`config.mk`:
```
export PLATFORM = sky130hd
export DESIGN_NAME = led_blink_notifier
export DESIGN_NICKNAME = d
export VERILOG_FILES = /design/src/rtl/led_blink_notifier.sv
export SDC_FILE = /design/constraint.sdc
export NUM_CORES = 1
export LEC_CHECK = 0
export CORE_UTILIZATION = 28
export DETAILED_ROUTE_END_ITERATION = 6
export PLACE_DENSITY = 0.46
export SYNTH_ARGS = -nofsm -noshare
export SYNTH_HDL_FRONTEND = slang
export SYNTH_SLANG_ARGS = --single-unit
```
`constraint.sdc`:
```
create_clock -name clk -period 1.7 [get_ports clk]
set_input_delay 0.51 -clock clk [delete_from_list [all_inputs] [get_ports clk]]
set_output_delay 0.51 -clock clk [all_outputs]
set_load 0.05 [all_outputs]
```
`src/rtl/led_blink_notifier.sv`:
```
// Event-to-LED notifier: a trig pulse starts num blinks of ON_TICKS on / OFF_TICKS off,
// with phase timing advancing on prescaler ticks of 2^PRESC_W clock cycles.
module led_blink_notifier #(
  parameter int unsigned PRESC_W   = 20,
  parameter int unsigned ON_TICKS  = 4,
  parameter int unsigned OFF_TICKS = 4
) (
  input  logic       clk,
  input  logic       res,
  input  logic       trig,
  input  logic [3:0] num,
  input  logic       clr_ovr,
  output logic       led,
  output logic       busy,
  output logic       overrun
);

  localparam int unsigned MaxTicks = (ON_TICKS > OFF_TICKS) ? ON_TICKS : OFF_TICKS;
  localparam int unsigned PhaseW   = $clog2(MaxTicks) + 1;
  localparam logic [PhaseW-1:0] OnLast  = PhaseW'(ON_TICKS - 1);
  localparam logic [PhaseW-1:0] OffLast = PhaseW'(OFF_TICKS - 1);

  typedef enum logic [1:0] {StIdle, StOn, StOff} state_e;

  state_e             state_q, state_d;
  logic [PRESC_W-1:0] presc_q, presc_d;
  logic [PhaseW-1:0]  phase_q, phase_d;
  logic [3:0]         remain_q, remain_d;
  logic               led_q, led_d;
  logic               busy_q, busy_d;
  logic               overrun_q, overrun_d;
  logic               tick;

  always_comb begin
    state_d   = state_q;
    presc_d   = presc_q;
    phase_d   = phase_q;
    remain_d  = remain_q;
    tick      = busy_q && (presc_q == '1);

    unique case (state_q)
      StIdle: begin
        presc_d = '0;
        phase_d = '0;
        if (trig && (num != 4'd0)) begin
          remain_d = num;
          state_d  = StOn;
        end
      end
      StOn: begin
        presc_d = presc_q + PRESC_W'(1);
        if (tick) begin
          if (phase_q == OnLast) begin
            phase_d = '0;
            state_d = StOff;
          end else begin
            phase_d = phase_q + PhaseW'(1);
          end
        end
      end
      StOff: begin
        presc_d = presc_q + PRESC_W'(1);
        if (tick) begin
          if (phase_q == OffLast) begin
            phase_d  = '0;
            remain_d = remain_q - 4'd1;
            // Exit on the last count so remain never wraps below zero.
            state_d  = (remain_q == 4'd1) ? StIdle : StOn;
          end else begin
            phase_d = phase_q + PhaseW'(1);
          end
        end
      end
      default: state_d = StIdle;
    endcase

    // Set beats clear when both happen in the same cycle.
    if (trig && busy_q) begin
      overrun_d = 1'b1;
    end else if (clr_ovr) begin
      overrun_d = 1'b0;
    end else begin
      overrun_d = overrun_q;
    end

    led_d  = (state_d == StOn);
    busy_d = (state_d != StIdle);
  end

  always_ff @(posedge clk or posedge res) begin
    if (res) begin
      state_q   <= StIdle;
      presc_q   <= '0;
      phase_q   <= '0;
      remain_q  <= 4'd0;
      led_q     <= 1'b0;
      busy_q    <= 1'b0;
      overrun_q <= 1'b0;
    end else begin
      state_q   <= state_d;
      presc_q   <= presc_d;
      phase_q   <= phase_d;
      remain_q  <= remain_d;
      led_q     <= led_d;
      busy_q    <= busy_d;
      overrun_q <= overrun_d;
    end
  end

  assign led     = led_q;
  assign busy    = busy_q;
  assign overrun = overrun_q;

endmodule

```
* Word level (Yosys, flattened, before mapping)
Cells that the tools add are included.
** Word-level totals
- Flip-flop bits (word level) :: 32
- Input bits :: 8
- Word-level logic and storage cells :: 49
** Operators by class
- Reductions and logical operators :: 12
- Muxes and demuxes :: 17
- $add $sub $neg :: 3
- Eq/ne operators :: 10
** Operator list (number)
- case mux 20 bit (2 select lines) :: 1
- adder 20 x 1 -> 20 bit, second input constant :: 1
- == test 20 bit, second input constant :: 1
- 2-to-1 mux 4 bit :: 3
- 2-to-1 mux 2 bit :: 5
- case mux 4 bit (2 select lines) :: 1
- nonzero test 2 bit :: 4
- 2-to-1 mux 3 bit :: 2
- != test 2 bit, second input constant :: 3
- case mux 2 bit (3 select lines) :: 1
- case mux 3 bit (2 select lines) :: 1
- == test 2 x 1 -> 1 bit, second input constant :: 2
- == test 4 x 1 -> 1 bit, second input constant :: 1
- AND reduction 4 bit :: 1
- nonzero test 4 bit :: 1
- subtractor 4 x 1 -> 4 bit, second input constant :: 1
- adder 3 x 1 -> 3 bit, second input constant :: 1
- == test 3 x 2 -> 1 bit, second input constant :: 1
- logical AND 1 bit :: 3
- 2-to-1 mux 1 bit :: 3
- == test 2 bit, second input constant :: 1
- logical NOT 2 bit :: 1
- != test 2 x 1 -> 1 bit, second input constant :: 1
- AND reduction 2 bit :: 1
- OR reduction 2 bit :: 1

* Depth between registers and ports, before layout
- Depth in word-level cells :: 6
- Gate-level depth with buffers :: 7
- Gate-level depth less buffers :: 6

* Least setup slack after synthesis
Ideal clock, no wire load.
- Path type :: reg-to-reg
- From :: register busy_q, in the netlist busy
- To :: register busy_q, in the netlist busy
- Slack :: -79 ps
- Clock period less this slack :: 1779 ps
- Cell stages (with the launch flop) :: 6
- Required time :: 1573 ps
- Arrival time :: 1651 ps
- Library setup time :: 127 ps
- Buffers on the path :: 0
- Path through :: dfrtp_1 nand4_1 nor4_4 a21boi_1 o31ai_2 o21bai_1
** On the way
- Cells in the longest elaborated chain, start to end :: 4
- Elaborated cells between the ends (all ways) :: 5
- Those cells by class :: 3 x mux; 2 x reduce/logical
** RTL lines
- start, declared :: line 30 : logic busy_q, busy_d;
- start signal, assigned :: line 105 : busy_q <= busy_d;
- logical AND 1 bit * :: line 39 : tick = busy_q && (presc_q == '1);
- 2-to-1 mux 2 bit (on tied branches) :: line 63, 52
- case mux 2 bit (3 select lines) * :: line 41 : unique case (state_q)
- nonzero test 2 bit * :: line 87 : busy_d = (state_d != StIdle);
- net busy_d :: line 30
Mark *: on every way through the listed nets, which the timed path passes. The rest lies on a longest branch.
A chain may end at the register's enable or synchronous reset.

* Worst setup path after layout
- From :: input num[3]
- To :: register busy_q, in the netlist busy
** On the way
- Cells in the longest elaborated chain, start to end :: 5
** RTL lines
- start, declared :: line 11 : input logic [3:0] num,
- nonzero test 4 bit :: line 45 : if (trig && (num != 4'd0)) begin
- logical AND 1 bit :: line 45
- 2-to-1 mux 2 bit :: line 45
- case mux 2 bit (3 select lines) :: line 41
- net state_d[1] :: line 25 : state_e state_q, state_d;
- nonzero test 2 bit :: line 87
- net busy_d :: line 30
The timed path passes the listed nets, and every way through them passes these cells.

==> impl_metrics.json <==
{
  "setup_violations": 0,
  "max_freq_mhz": 602,
  "synthMuxAreaShare_pct": 3.32,
  "cts_made_buffers": 5,
  "stdcell_count": 312,
  "synth_edf_count": 0,
  "vias": 1431,
  "cts-root-buf": "clkbuf_8",
  "initial_core_util_pct": 29.8,
  "placedCellCount": 297,
  "cts_tree": "built",
  "post_drt_wl_per_cell_um": 12.2,
  "synth_area_leader_cell": "dfrtp_1",
  "rsz0062_at_grt": "yes",
  "tightestPinTransition_ns": 0.327,
  "run_status": "complete, no violations",
  "syn-cell-area_um2": 1810,
  "io_buffers": 10,
  "hpwl_um": 2790,
  "slew_violations": 0,
  "max-clock-path-buffers": 2,
  "hold_viol_final": 0,
  "combPwrFrac_pct": 4.5,
  "clkPwrFrac_pct": 39.7,
  "dieArea_um2": 6780,
  "area_delta_synth_final_pct": 38.4,
  "skew_ns": 0.00418,
  "p_seq_share_pct": 55.8,
  "synth_compound_area_share_pct": 11.5,
  "final_layout_size_suffix_gt1_share_pct": 29.1,
  "slew_headroom_pct": 78.1,
  "critPathCaptureType": "register",
  "hp-class": "reg -> reg",
  "fp.coreArea_um2": 6060,
  "ys_seq_elements": 32,
  "grt_pass1_vias": 1387,
  "cts.clk_slew.worst_paths_ns": 0.06,
  "antenna_cells": 0,
  "p_int_mw": 1.07,
  "grt_max_degree": 33,
  "initialDrtViolationCount": 38,
  "crit_type": "in -> reg",
  "die_y_um": 82.4,
  "synth_xor_area_share_pct": 6.78,
  "grt_usage_pct": 13.0,
  "htree_levels": 2,
  "die_w_um": 82.4,
  "switching_share_pct": 21.7,
  "yosys_most_used_dff": "dfrtp_1",
  "cp.arrival_ns": 1.87,
  "grt_pass1_wl_um": 6510,
  "powerDensity_nw_per_um2": 547,
  "syn_avg_cell_area_um2": 9.83,
  "synthSimpleGateAreaFrac_pct": 25.7,
  "antenna_found_initial": 0,
  "synthAdderAreaFrac_pct": 5.54,
  "ios": 11,
  "place_area_um2": 2290,
  "cp-start-kind": "primary input",
  "seq_area_frac_synth_pct": 44.3,
  "drc_errors": 0,
  "postLayoutCellArea_um2": 2500,
  "postRouteAntennaNets": 0,
  "syn-instance-count": 184,
  "fin_crit_sh_pct": 97.8,
  "synth_top_family_by_area": "simple AND/OR/NAND/NOR gates",
  "critPathRequiredTime_ns": 1.90,
  "numClockSinks": 32,
  "wirelength_um": 3820,
  "num_rows": 28,
  "grt_overflow": 0,
  "synthTopCellsByArea": "dfrtp_1 (44%), ha_1 (5.5%), xor2_1 (5.3%)",
  "yosys.cell_types.count": 36,
  "final_common_cell": "buf_4",
  "vias_per_cell": 4.59,
  "timing.final.crit_period_ns": 1.66,
  "drv_cap": 0,
  "syn-num-nets": 200,
  "p_sw_mw": 0.298,
  "postCtsHoldBufs": 0,
  "ys.warnings.count": 0,
  "final_net_count": 253,
  "worstSkewPairLatency_ns": 0.28,
  "gp_congestion": 0.740,
  "drt_pass1_iterations": 4,
  "power.leakage_nw": 1.19,
  "irDropWorstVdd_mv": 0.257,
  "mostFrequentLayoutCells": "buf_4 (35), dfrtp_1 (31), nor2_1 (23)",
  "synth_top_area_share_pct": 44.3,
  "async_reset_ff_share_pct": 100,
  "path_max_fanout": 4
}
cells in the mapped netlist, types with 2 or more instances:
cell type,count
a21o_1,2
a21oi_1,5
clkbuf_1,4
dfrtp_1,32
ha_1,8
inv_1,10
mux2i_1,6
nand2_1,18
nand2b_1,2
nand3_1,13
nand4_1,9
nor2_1,23
nor2b_1,3
nor3_1,4
nor4_2,2
nor4_4,3
o21ai_0,8
o31ai_1,2
xnor2_1,3
xor2_1,11
power groups by stage:
stage	Sequential [mW]	Clock, mW	Combinational, mW
3_5_place_dp	0.779	0	0.0644
5_1_grt	0.764	0.608	0.0677
2_1_floorplan	0.784	0	0.0157
6_report	0.765	0.543	0.0614
3_3_place_gp	0.779	0	0.0643
4_1_cts	0.765	0.564	0.0619
logic make-up after synthesis:
group                      Yosys count
adders and majority gates            8
DFF                                 32
AOI/OAI and AO/OA                   28
xor gates and xnor gates            14
and+or+nand+nor                     82
muxes                                6
buffers and inverters               14
flip-flops by register name, summed over array words and instances, names as in the netlist:
signal / count
busy: 1
phase_q: 3
state_q: 2
presc_q: 20
remain_q: 4
led: 1
overrun: 1
worst paths after layout:
| path | start | end | slack (ns) | cells past startpoint |
|---|---|---|---|---|
| worst min-delay path | presc_q[8] | presc_q[8] | 0.51 | 1 |
| worst max register to register | state_q[0] | busy | 0.06 | 6 |
| worst min register to register | presc_q[8] | presc_q[8] | 0.51 | 1 |
| worst max-delay path | num[3] | busy | 0.04 | 7 |
| max in group asynchronous | res | busy | 0.95 | 3 |
| min in group asynchronous | res | presc_q[11] | 0.57 | 3 |
worst max-delay path, stage by stage:
cell and delay (ns):
dlygate4sd2_1 0.26, o41ai_2 0.32, buf_4 0.18, buf_4 0.10, nand3_1 0.10, a41oi_2 0.26
o21bai_1 0.14
stage by stage:
stage | setup TNS (ns) | power (mW) | utilization, % | hold slack, ns | setup slack, ns
2_1_floorplan | 0 | 0.800 | - | 0.461 | 0.0180
3_3_place_gp | -2.73 | 0.843 | 37.8 | 0.491 | -0.407
3_5_place_dp | -2.71 | 0.843 | 37.8 | 0.498 | -0.407
4_1_cts | 0 | 1.39 | 39.1 | 0.507 | 0.00939
5_1_grt | -0.170 | 1.44 | 41.3 | 0.569 | -0.0321
6_report | 0 | 1.37 | 41.3 | 0.511 | 0.0375
metal layers:
| layer | up-vias | routed length, µm | global-route usage, % |
|---|---|---|---|
| met3 | 7 | 77 | 2.42 |
| met1 | 664 | 1850 | 17.3 |
| li1 | 749 | - | - |
| met2 | 11 | 1830 | 20.6 |
| met5 | - | 0 | 0 |
| met4 | 0 | 68 | 5.79 |
area by class of cell:
class / instances / area [µm²]
repair buffers: 50 / 465
clock inverters: 1 / 5.00
inverters: 10 / 37.5
well taps: 75 / 93.8
flip-flops and latches: 32 / 802
fillers: 610 / 3560
clock buffers: 6 / 72.6
multi-input cells: 138 / 1030
what timing repair did:
action,4_1_cts,5_1_grt
buffers inserted,0,8
resized for setup,7,14
setup endpoints to repair,7,13
cloned,0,0
pin swaps,5,11
No activity file was read; power rests on OpenSTA's default activity.
